==> src/rtl/fpadd_acc_seq.sv <==
// -----------------------------------------------------------------------------
// fpadd_acc_seq
//
// Frame accumulator built around an external combinational single-precision
// adder. A frame begins with a start pulse in IDLE, then takes NTAPS samples.
// Each accepted sample is added to (or subtracted from) the running sum in the
// same cycle. The finished sum is presented with the OR of every adder flag
// raised during the frame.
//
// Ports
//   clk, reset     clock; asynchronous active-high reset
//   start          begin a frame (sampled only in IDLE)
//   roundmode      rounding mode, latched at start
//   trap_en        {overtrap, undertrap}, latched at start
//   in_valid/in_ready/in_data/in_sub   sample stream (in_sub=1 subtracts)
//   add_a/add_b/add_control            operands issued to the adder
//   add_result/add_flags               adder response, combinational
//   out_valid/out_ready/out_data/out_flags   frame result
//   busy           high whenever the FSM is not in IDLE
//   dbg_state      current FSM state (0 IDLE, 1 ACCUM, 2 DONE)
//
// Handshakes: a transfer happens on a rising edge where valid && ready are both
// high. The producer holds valid and data stable until that edge. out_data and
// out_flags stay constant while out_valid is high.
// -----------------------------------------------------------------------------
module fpadd_acc_seq #(
    parameter int WIDTH    = 32,
    parameter int WCONTROL = 5,
    parameter int WFLAG    = 5,
    parameter int NTAPS    = 16,
    parameter int WCNT     = 5
) (
    input  logic                clk,
    input  logic                reset,
    input  logic                start,
    input  logic [1:0]          roundmode,
    input  logic [1:0]          trap_en,
    input  logic                in_valid,
    input  logic [WIDTH-1:0]    in_data,
    input  logic                in_sub,
    output logic                in_ready,
    output logic [WIDTH-1:0]    add_a,
    output logic [WIDTH-1:0]    add_b,
    output logic [WCONTROL-1:0] add_control,
    input  logic [WIDTH-1:0]    add_result,
    input  logic [WFLAG-1:0]    add_flags,
    output logic                out_valid,
    output logic [WIDTH-1:0]    out_data,
    output logic [WFLAG-1:0]    out_flags,
    input  logic                out_ready,
    output logic                busy,
    output logic [1:0]          dbg_state
);

    typedef enum logic [1:0] {
        S_IDLE  = 2'd0,
        S_ACCUM = 2'd1,
        S_DONE  = 2'd2
    } state_t;

    state_t             r_state;
    state_t             w_next_state;

    logic [WIDTH-1:0]   r_acc;
    logic [WCNT-1:0]    r_cnt;
    logic [WFLAG-1:0]   r_flag_acc;
    logic [1:0]         r_rm;
    logic [1:0]         r_trap;
    logic [WIDTH-1:0]   r_out_data;
    logic [WFLAG-1:0]   r_out_flags;

    logic               w_start_ok;
    logic               w_xfer;
    logic               w_last;

    // The adder is driven continuously; its response only matters on a transfer.
    assign add_a       = r_acc;
    assign add_b       = in_data;
    assign add_control = {in_sub, r_trap, r_rm};

    assign in_ready  = (r_state == S_ACCUM);
    assign out_valid = (r_state == S_DONE);
    assign busy      = (r_state != S_IDLE);
    assign dbg_state = r_state;
    assign out_data  = r_out_data;
    assign out_flags = r_out_flags;

    assign w_start_ok = (r_state == S_IDLE) && start;
    assign w_xfer     = in_valid && in_ready;
    // The sample that closes the frame is the one taken while cnt == NTAPS-1.
    assign w_last     = w_xfer && (r_cnt == WCNT'(NTAPS - 1));

    always_comb begin
        w_next_state = r_state;
        case (r_state)
            S_IDLE:  if (start)     w_next_state = S_ACCUM;
            S_ACCUM: if (w_last)    w_next_state = S_DONE;
            S_DONE:  if (out_ready) w_next_state = S_IDLE;
            default:                w_next_state = S_IDLE;
        endcase
    end

    always_ff @(posedge clk or posedge reset) begin
        if (reset) begin
            r_state <= S_IDLE;
        end else begin
            r_state <= w_next_state;
        end
    end

    always_ff @(posedge clk or posedge reset) begin
        if (reset) begin
            r_acc       <= '0;
            r_cnt       <= '0;
            r_flag_acc  <= '0;
            r_rm        <= '0;
            r_trap      <= '0;
            r_out_data  <= '0;
            r_out_flags <= '0;
        end else if (w_start_ok) begin
            r_acc      <= '0;
            r_cnt      <= '0;
            r_flag_acc <= '0;
            r_rm       <= roundmode;
            r_trap     <= trap_en;
        end else if (w_xfer) begin
            r_acc      <= add_result;
            r_flag_acc <= r_flag_acc | add_flags;
            r_cnt      <= r_cnt + 1'b1;
            // Capture straight from the adder so the result is ready one cycle
            // after the final sample, without waiting for r_acc to update.
            if (w_last) begin
                r_out_data  <= add_result;
                r_out_flags <= r_flag_acc | add_flags;
            end
        end
    end

endmodule

==> config.mk <==
export PLATFORM = sky130hd
export DESIGN_NAME = fpadd_acc_seq
export DESIGN_NICKNAME = d
export VERILOG_FILES = /design/src/rtl/fpadd_acc_seq.sv
export SDC_FILE = /design/constraint.sdc
export NUM_CORES = 1
export LEC_CHECK = 0
export ABC_AREA = 1
export CAP_MARGIN = 30
export CORE_MARGIN = 5
export CORE_UTILIZATION = 43
export CTS_CLUSTER_SIZE = 24
export DETAILED_ROUTE_END_ITERATION = 16
export MAX_ROUTING_LAYER = met4
export PLACE_DENSITY = 0.85
export RECOVER_POWER = 50
export SYNTH_ARGS = -nofsm -noshare
export SYNTH_HDL_FRONTEND = slang
export SYNTH_SLANG_ARGS = --single-unit
==> constraint.sdc <==
create_clock -name clk -period 5.7 [get_ports clk]
set_clock_uncertainty 0.2 [all_clocks]
set_input_delay 1.14 -clock clk [delete_from_list [all_inputs] [get_ports clk]]
set_output_delay 1.14 -clock clk [all_outputs]
set_load 0.03 [all_outputs]
==> results of run 1 <==
==> worst paths after layout <==
path | startpoint | to | slack, ns
min in group asynchronous | reset | out_data[5] | 1.39
worst max register to register | dbg_state[0] | r_cnt[0] | 2.14
max in group asynchronous | reset | out_data[14] | 2.11
worst min register to register | r_rm[1] | r_rm[1] | 0.29
worst min-delay path | r_rm[1] | r_rm[1] | 0.29
worst max-delay path | in_valid | r_cnt[0] | 1.37
==> cell families (layout without fill, tap and decap cells) <==
family,after synthesis,after routing,share of synthesized area [%]
compound gates,72,72,14.0
fa+ha+maj,2,2,0.660
flops,85,85,56.1
buf+inv,126,217,18.0
xor+xnor,1,1,0.231
simple gates,95,95,11.0
==> stage by stage <==
stage / total power [W] / area, sq um / util [%] / setup WS, ns / std cells
after global routing: 0.00268 / 4970 / 57.3 / 1.04 / 580
after global placement: 0.00206 / 4780 / 55.0 / 1.95 / 565
after floorplan: 0.00168 / 3790 / - / 2.17 / 381
final: 0.00254 / 4970 / 57.3 / 1.37 / 580
after detailed placement: 0.00211 / 4780 / 55.0 / 1.87 / 565
after CTS: 0.00257 / 4990 / 57.5 / 2.25 / 580
==> worst register-to-register path: stages (launching register included) <==
cell and delay, ns:
dfrtp_1 0.46, inv_2 0.10, nor2_4 0.04, nand2_1 1.22, nand2_2 0.99, inv_1 0.34, nand2_1 0.08, nand2_1 0.08
==> registers in the layout (all words and copies together), names as in the netlist <==
name,count
add_a,32
out_data,32
out_flags,5
r_cnt,5
r_flag_acc,5
dbg_state,2
r_rm,2
r_trap,2
==> metal layers <==
metal	up-vias	track usage, %	wire [um]
li1	1327	-	-
met1	1321	19.0	3640
met2	113	26.5	4250
met3	19	5.83	582
met4	0	6.01	184
met5	-	-	0
==> report_power, final <==
| part | switching [W] | internal (W) |
|---|---|---|
| Sequential | 0.000129 | 0.000807 |
| Combinational | 0.000671 | 0.000474 |
| Clock | 0.000202 | 0.000256 |
==> Yosys cell counts <==
cell | n | share of area, %
inv_2 | 1 | 0.099
o21ai_1 | 32 | 4.2
o31ai_1 | 1 | 0.20
o22ai_1 | 13 | 2.1
o21ai_0 | 1 | 0.13
inv_1 | 77 | 7.6
ha_1 | 2 | 0.66
nand2_2 | 3 | 0.49
nor2_1 | 2 | 0.20
or2_2 | 5 | 0.82
xor2_1 | 1 | 0.23
nand3_1 | 6 | 0.79
nand2_4 | 1 | 0.30
nand2_1 | 72 | 7.1
nor2_4 | 2 | 0.59
o22ai_2 | 20 | 6.6
buf_6 | 10 | 3.0
dfrtp_1 | 85 | 56
buf_4 | 36 | 7.1
nand3b_1 | 1 | 0.20
buf_2 | 1 | 0.13
nor2_2 | 1 | 0.17
a21oi_1 | 5 | 0.66
clkbuf_1 | 1 | 0.099
nand4_1 | 2 | 0.33
==> cell type report <==
cell class / count / area [sq um] / share of cell area [%]
clock buffer: 11 / 141 / 2.84
clock inverter: 4 / 72.6 / 1.46
inverter: 78 / 294 / 5.91
multi-input combinational: 170 / 968 / 19.5
sequential: 85 / 2130 / 42.8
tap: 108 / 135 / 2.72
timing repair buffer: 124 / 1240 / 24.8
==> results.md, run 1 <==
- Reg2Reg Depth: 7
- Final setup vio count: 0
- Initial antenna violation count: 0
- Final max-slew violation count: between 100 and 150
- Worst slew margin: -36.0%
- Antenna Nets Post-Route: 0
- Ant. Diodes: 0
- Worst Path Max Fanout: 39
- Die width: 104 um
- WP data required: 5.76 ns
- Status: finished with violations
- Die Y-Extent: just over 100 um
- Clock root cell: clkbuf_8
- Placeable Area: between 8000 and 9000 sq um
- Fin crit period: around 4.3 ns
- Slew of the pin with the lowest slew margin: 2.04 ns
- CTS H-tree depth: 3
- Final net count: 549
- Total gr overflow: 0
- Share of layout cells above drive strength 1: about a tenth
- GRT Total Usage: between 10% and 20%
- Area added between synthesis and finish: 31.2%
- Clock Tree Buf Depth: 2
- CP arrival: about 4.4 ns
- Cell Rows: 34
- Post-Syn Nets: about 460
- Crit path max-delay family: simple AND/OR/NAND/NOR gates
- Clock transition at path regs: 0.08 ns
- RSZ-0062 raised after global routing: no
- FF+latch count, synth: 85
- Largest net degree at the start of global routing: ~70
- DP HPWL: 6.43 mm
- Max incr delay on CP: approximately 1.2 ns
- Drt wl/cell: between 10 and 15 um
- # hold bufs at CTS: 0
- Failing checks: capacitance limit, slew limit
- Starting DRT DRC Count: between 100 and 150
- Clk_lat worst skew: roughly 0.33 ns
- Cell mode on critical path: nand2_1
- Sum Neg Setup Slack: 0 ns
- Setup bufs post-CTS: 0
- Worst Path Buf+Inv: 2
- Drc violations: 0
- CTS resizes: 0
- Initial core utilization: 43.7%
- FILL cells: around 740
- WP depth: 6
- Crit-path slowest cell: nand2_1
- I/O Buffers: roughly 120
- Routability cong.: 0.770
- Final hold violation count: 0
- Post-Syn Area: between 3000 and 4000 sq um
- Element type at the critical path end: flip-flop
- Vias/cell: 4.79
- Post-synthesis cell type count: 25
- Hold depth: 2
- Kind of critical path: input port to flip-flop
- Commonest cells after routing, fill and taps aside: clkdlybuf4s50_1, dfrtp_1, inv_1
- Standby leakage power: 2.41 nW
- TritonRoute pass-1 iters: 4
- Crit-path cells: dlygate4sd3_1, nand2_1, nand2_2, inv_1, nand2_1, nand2_1
- Post-Synthesis Cells: 381
- Most common cell after layout, fill and taps aside: clkdlybuf4s50_1
- PD cells: approximately 500 nW/um^2
- MaxCap Viol Count: 3
- Num CTS Buffers: 9
- Wirelength, routed: 8.66 mm
- Worst vdd ir: about 0.24 mV
- Final cycle utilization of the critical path: between 70% and 80%
- Syn avg cell area: roughly 10 sq um
- Nature of the critical path startpoint: input port
- Ys Warns: 0
- Die area: between 10000 and 15000 sq um
- # clock sinks: 85
- Vias post-DR: between 2000 and 3000
- Io pins: 190
- Worst min-delay path class: flip-flop to flip-flop
- Hold_ws: ~0.29 ns
- TritonCTS clock tree: yes
- Global-route wire length before repair: ~14 mm
- Number of global-route vias before repair: 2981
- Seq/Total Area, Yosys: around 56%
- Max Clock Freq: around 230 MHz
(Power assumes the default switching activity.)
==> run 2: changes to the inputs <==
--- a/config.mk
+++ b/config.mk
@@ -8,11 +8,11 @@
 export ABC_AREA = 1
 export CAP_MARGIN = 30
 export CORE_MARGIN = 5
-export CORE_UTILIZATION = 43
+export CORE_UTILIZATION = 40
 export CTS_CLUSTER_SIZE = 24
 export DETAILED_ROUTE_END_ITERATION = 16
 export MAX_ROUTING_LAYER = met4
-export PLACE_DENSITY = 0.85
+export PLACE_DENSITY = 0.8
 export RECOVER_POWER = 50
 export SYNTH_ARGS = -nofsm -noshare
 export SYNTH_HDL_FRONTEND = slang
==> constraint.sdc (replaced) <==
create_clock -name clk -period 4.05 [get_ports clk]
set_clock_uncertainty 0.2 [all_clocks]
set_input_delay 0.81 -clock clk [delete_from_list [all_inputs] [get_ports clk]]
set_output_delay 0.81 -clock clk [all_outputs]
set_load 0.03 [all_outputs]
==> run 2 against run 1 <==
- worst hold slack gained 0.0011 ns
- clock power grew 25%
- the run now ends clean
- first-iteration DRC count shrank 23%
- global-route usage shrank 0.67 points
- cell area grew 0.50%
- largest power group unchanged
- sequential power grew 40%
- sequential share of layout area shrank 0.21 points
- cell count grew 4.3%
- total power grew 38%
- largest cell class unchanged
==> results.md, run 2 (synthesis gave the netlist of run 1 again) <==
- TritonRoute pass-1 iters: 4 (unchanged)
- FILL cells: 845 (was 739)
- Starting DRT DRC Count: 106 (was 137)
- Cell Rows: 35 (was 34)
- Area added between synthesis and finish: 31.8% (was 31.2%)
- Worst vdd ir: 0.384 mV (was 0.239 mV)
- TritonCTS clock tree: yes (unchanged)
- Busiest grt layer: met2 (unchanged)
- Sum Neg Setup Slack: 0 ns (unchanged)
- Io pins: 190 (unchanged)
- Nature of the critical path startpoint: input port (unchanged)
- Drt wl/cell: 14.4 um (was 14.9 um)
- Final net count: 552 (was 549)
- Met3 Track Usage GR: 4.44% (was 5.83%)
- Setup bufs post-CTS: 0 (unchanged)
- DP HPWL: 6.37 mm (was 6.43 mm)
- # clock sinks: 85 (unchanged)
- GRT Total Usage: 15.8% (was 16.4%)
- Ant. Diodes: 0 (unchanged)
- I/O Buffers: 123 (unchanged)
- Wirelength, routed: 8.74 mm (was 8.66 mm)
- Vias post-DR: 2792 (was 2780)
- CTS resizes: 0 (unchanged)
- Routability cong.: 0.763 (was 0.770)
- Die area: 11500 sq um (was 10800 sq um)
- Clock transition at path regs: 0.09 ns (was 0.08 ns)
- Number of global-route vias before repair: 2849 (was 2981)
- Max Clock Freq: around 330 MHz
- GRT met2 Usage: 25.3% (was 26.5%)
- Clk_lat worst skew: 0.34 ns (was 0.33 ns)
- Largest net degree at the start of global routing: 72 (unchanged)
- Final cycle utilization of the critical path: roughly three quarters
- Initial antenna violation count: 0 (unchanged)
- Commonest cells after routing, fill and taps aside: clkdlybuf4s50_1, dfrtp_1, inv_1 (unchanged)
- Standby leakage power: 2.41 nW (about the same)
- Launch point of the worst reg-to-reg path: r_cnt[0] (was dbg_state[0])
- Element type at the critical path end: flip-flop (unchanged)
- Final max-slew violation count: 0 (was 112)
- Total gr overflow: 0 (unchanged)
- Crit path max-delay family: simple AND/OR/NAND/NOR gates (unchanged)
- Placeable Area: 9240 sq um (was 8680 sq um)
- Cell mode on critical path: inv_1 (was nand2_1)
- Worst Path Buf+Inv: 3 (was 2)
- PD cells: 701 nW/um^2 (was 510 nW/um^2)
- Die width: 107 um (was 104 um)
- Worst hold start: r_trap[0] (was r_rm[1])
- Global-route wire length before repair: 14.3 mm (was 14.4 mm)
- WP data required: 4.05 ns (was 5.76 ns)
- Final setup vio count: 0 (unchanged)
- Kind of critical path: input port to flip-flop (unchanged)
- Crit path from: in_valid (unchanged)
- Clock root cell: clkbuf_8 (unchanged)
- Die Y-Extent: 107 um (was 104 um)
- # hold bufs at CTS: 0 (unchanged)
- Worst slew margin: 16.2% (was -36.0%)
- Num CTS Buffers: 9 (unchanged)
- Vias/cell: 4.61 (was 4.79)
- Most common cell after layout, fill and taps aside: clkdlybuf4s50_1 (unchanged)
- Clock Tree Buf Depth: 2 (unchanged)
- Drc violations: 0 (unchanged)
- Setup WS post-layout: 1.01 ns (was 1.37 ns)
- MaxCap Viol Count: 0 (was 3)
- Pre-CTS WS: 1.08 ns (was 1.87 ns)
- CTS H-tree depth: 3 (unchanged)
- CP arrival: 3.05 ns (was 4.40 ns)
- Worst min-delay path class: flip-flop to flip-flop (unchanged)
- Final hold violation count: 0 (unchanged)
- Max incr delay on CP: 0.78 ns (was 1.21 ns)
- Initial core utilization: 41.0% (was 43.7%)
- Status: finished clean (was finished with violations)
- Slew of the pin with the lowest slew margin: 1.25 ns (was 2.04 ns)
- Crit-path cells: dlygate4sd3_1, inv_1, nor2_1, nand2_2, inv_1, o21ai_0 (was dlygate4sd3_1, nand2_1, nand2_2, inv_1, nand2_1, nand2_1)
- Share of layout cells above drive strength 1: 10.9% (was 9.75%)
- Antenna Nets Post-Route: 0 (unchanged)
- RSZ-0062 raised after global routing: no (unchanged)
- M1 GR Usage: 19.6% (was 19.0%)
- Fin crit period: 3.04 ns
- Crit-path slowest cell: nand2_2 (was nand2_1)
- Worst Path Max Fanout: 71 (was 39)
==> run 2: worst paths after layout <==
kind | endpoint | slack (ns) | cells past startpoint
max in group asynchronous | r_trap[0] | 1.39 | 4
min reg2reg | r_trap[0] | 0.29 | 2
min in group asynchronous | out_data[11] | 0.88 | 3
max | dbg_state[0] | 1.01 | 6
min | r_trap[0] | 0.29 | 2
max reg2reg | out_flags[4] | 1.38 | 8
==> run 2: worst register-to-register path, delay by kind of cell (launching register included) <==
family | cells | cell delay, ns
flip-flops | 1 | 0.43
buffers and inverters | 1 | 0.29
adder cells (fa/ha/maj) | 2 | 0.43
AND/OR/NAND/NOR | 5 | 1.22
==> run 2: area by class of cell <==
class                           count  area [sq um]  share of cell area (%)
Clock buffer                       11           151                    3.03
Tap cell                          129           161                    3.23
Multi-Input combinational cell    170           966                    19.3
Timing Repair Buffer              127          1260                    25.2
Sequential cell                    85          2130                    42.5
Inverter                           78           294                    5.88
Clock inverter                      5          41.3                   0.826
==> run 2: metrics by stage <==
step | hold WS, ns | cell area [sq um] | cells | total power, W | utilization, %
4_1_cts | 0.297 | 5030 | 605 | 0.00356 | 54.4
6_report | 0.289 | 5000 | 605 | 0.00350 | 54.1
2_1_floorplan | 0.271 | 3790 | 381 | 0.00236 | -
5_1_grt | 0.322 | 5000 | 605 | 0.00371 | 54.1
3_3_place_gp | 0.269 | 4820 | 588 | 0.00293 | 52.1
3_5_place_dp | 0.266 | 4840 | 589 | 0.00298 | 52.3
==> run 2: power by group <==
group	internal [W]	switching (W)
sequential	0.00113	0.000177
clock	0.000262	0.000309
combinational	0.000670	0.000951
total	0.00207	0.00144
==> run 2: routing by layer <==
| layer | routed length [um] | share of wire, % | up-vias |
|---|---|---|---|
| met5 | 0 | 0 | - |
| li1 | - | - | 1329 |
| met4 | 109 | 1.2 | 0 |
| met1 | 3770 | 43 | 1343 |
| met2 | 4290 | 49 | 100 |
| met3 | 576 | 6.6 | 20 |
==> run 3: changes to the inputs <==
==> constraint.sdc (replaced) <==
create_clock -name clk -period 2.8 [get_ports clk]
set_clock_uncertainty 0.2 [all_clocks]
set_input_delay 0.56 -clock clk [delete_from_list [all_inputs] [get_ports clk]]
set_output_delay 0.56 -clock clk [all_outputs]
set_load 0.03 [all_outputs]
==> run 3 against run 2 <==
- setup slack lost 0.77 ns
- highest routed layer unchanged
- global-route usage rose by 0.20 points
- sequential cell count is the same
- die area unchanged
==> results.md, run 3 (synthesis gave the netlist of run 1 again) <==
- Global-route wire length before repair: 14.2 mm (was 14.3 mm)
- Max Clock Freq: 391 MHz
- Io pins: 190 (unchanged)
- # clock sinks: 85 (unchanged)
- Number of global-route vias before repair: 2949 (was 2849)
- Final hold violation count: 0 (unchanged)
- Die area: 11500 sq um (unchanged)
- MaxCap Viol Count: 0 (unchanged)
- Clock transition at path regs: 0.08 ns (was 0.09 ns)
- Post-DP Area: 4850 sq um (was 4840 sq um)
- CTS H-tree depth: 3 (unchanged)
- Largest net degree at the start of global routing: 86 (was 72)
- Wirelength, routed: 8.78 mm (was 8.74 mm)
- Total gr overflow: 0 (unchanged)
- CTS resizes: 0 (unchanged)
- Drt wl/cell: 14.5 um (was 14.4 um)
- Worst vdd ir: 0.492 mV (was 0.384 mV)
- Final max-slew violation count: 0 (unchanged)
- Fin area: 4970 sq um (was 5000 sq um)
- TritonRoute pass-1 iters: 4 (unchanged)
- Max incr delay on CP: 0.60 ns (was 0.78 ns)
- Die width: 107 um (unchanged)
- Most common cell after layout, fill and taps aside: clkdlybuf4s50_1 (unchanged)
- Num CTS Buffers: 9 (unchanged)
- Final setup vio count: 0 (unchanged)
- Initial antenna violation count: 0 (unchanged)
- Ant. Diodes: 0 (unchanged)
- Design Power: 0.00499 W (was 0.00350 W)
- Fin util: 53.8% (was 54.1%)
- Clk_lat worst skew: 0.34 ns (about the same)
- GRT Total Usage: 16.0% (was 15.8%)
- I/O Buffers: 123 (unchanged)
- Element type at the critical path end: primary output (was flip-flop)
- Worst min-delay path class: flip-flop to flip-flop (unchanged)
- Area added between synthesis and finish: 31.1% (was 31.8%)
- Initial core utilization: 41.0% (unchanged)
- Final net count: 552 (unchanged)
- Crit-path slowest cell: clkdlybuf4s50_1 (was nand2_2)
- WP data required: 2.04 ns (was 4.05 ns)
- Share of layout cells above drive strength 1: 9.87% (was 10.9%)
- Nature of the critical path startpoint: flip-flop (was input port)
- Placeable Area: 9240 sq um (unchanged)
- Sum Neg Setup Slack: 0 ns (unchanged)
- CP arrival: 1.80 ns (was 3.05 ns)
- Cell Rows: 35 (unchanged)
- Vias post-DR: 2763 (was 2792)
- Routability cong.: 0.771 (was 0.763)
- PD cells: 1000 nW/um^2 (was 701 nW/um^2)
- Setup bufs post-CTS: 0 (unchanged)
- DP HPWL: 6.47 mm (was 6.37 mm)
- Clock Tree Buf Depth: 2 (unchanged)
- Kind of critical path: flip-flop to primary output (was input port to flip-flop)
- Worst slew margin: 25.6% (was 16.2%)
- Slew of the pin with the lowest slew margin: 1.12 ns (was 1.25 ns)
- Antenna Nets Post-Route: 0 (unchanged)
- Drc violations: 0 (unchanged)
- Final cycle utilization of the critical path: a little over 90%
- TritonCTS clock tree: yes (unchanged)
- Worst Path Max Fanout: 6 (was 71)
- Standby leakage power: 2.40 nW (was 2.41 nW)
- Crit-path cells: nor2_1, inv_1, clkdlybuf4s50_1 (was dlygate4sd3_1, inv_1, nor2_1, nand2_2, inv_1, o21ai_0)
- Vias/cell: 4.57 (was 4.61)
- # hold bufs at CTS: 0 (unchanged)
- RSZ-0062 raised after global routing: no (unchanged)
- Clock root cell: clkbuf_8 (unchanged)
- Starting DRT DRC Count: 129 (was 106)
- Commonest cells after routing, fill and taps aside: clkdlybuf4s50_1, dfrtp_1, inv_1 (unchanged)
- Fin crit period: between 2 and 3 ns
- Status: finished clean (unchanged)
- Die Y-Extent: 107 um (unchanged)
## run 3: report_power, final
group          total (W)  switching, W  internal (W)  leakage (nW)
clock network   0.000765      0.000437      0.000328        0.0791
registers        0.00190      0.000257       0.00164          1.10
logic            0.00233       0.00137      0.000957          1.23
## run 3: metal layers
metal	routed length [um]	part of all wire [%]	up-vias	track usage (%)
met2	4500	51	104	27.2
met4	153	1.7	0	4.96
met5	0	0	-	-
met1	3540	40	1305	17.6
li1	-	-	1330	-
met3	584	6.7	24	5.58
## run 3: path summary, 6_finish.rpt
| kind | start | end | slack (ns) | cells past startpoint |
|---|---|---|---|---|
| setup / recovery | dbg_state[0] | busy | 0.24 | 3 |
| max in group asynchronous | reset | add_a[4] | 0.79 | 3 |
| hold reg to reg | r_trap[1] | r_trap[1] | 0.27 | 2 |
| hold / removal | r_trap[1] | r_trap[1] | 0.27 | 2 |
| setup reg to reg | dbg_state[0] | r_cnt[3] | 0.33 | 7 |
| min in group asynchronous | reset | add_a[29] | 0.89 | 3 |
## run 3: metrics by stage
step / setup WS, ns / cells / hold WS (ns)
floorplan: 0.923 / 381 / 0.271
global placement: 0.489 / 589 / 0.253
detailed placement: 0.437 / 589 / 0.259
CTS: 0.288 / 605 / 0.280
global route: 0.118 / 605 / 0.314
finish: 0.243 / 605 / 0.274
## run 3: worst max-delay path: cells and delay by family, from the launching register on
| kind | cells | cell delay (ns) |
|---|---|---|
| buf+inv | 2 | 0.68 |
| flops | 1 | 0.45 |
| simple gates | 1 | 0.33 |
## run 3: final cells by class
cell class	count	area [sq um]
clock buffers	10	128
repair buffers	127	1260
clock inverters	6	48.8
well taps	129	161
flip-flops and latches	85	2130
multi-input cells	170	951
inverters	78	297
fillers	835	4270
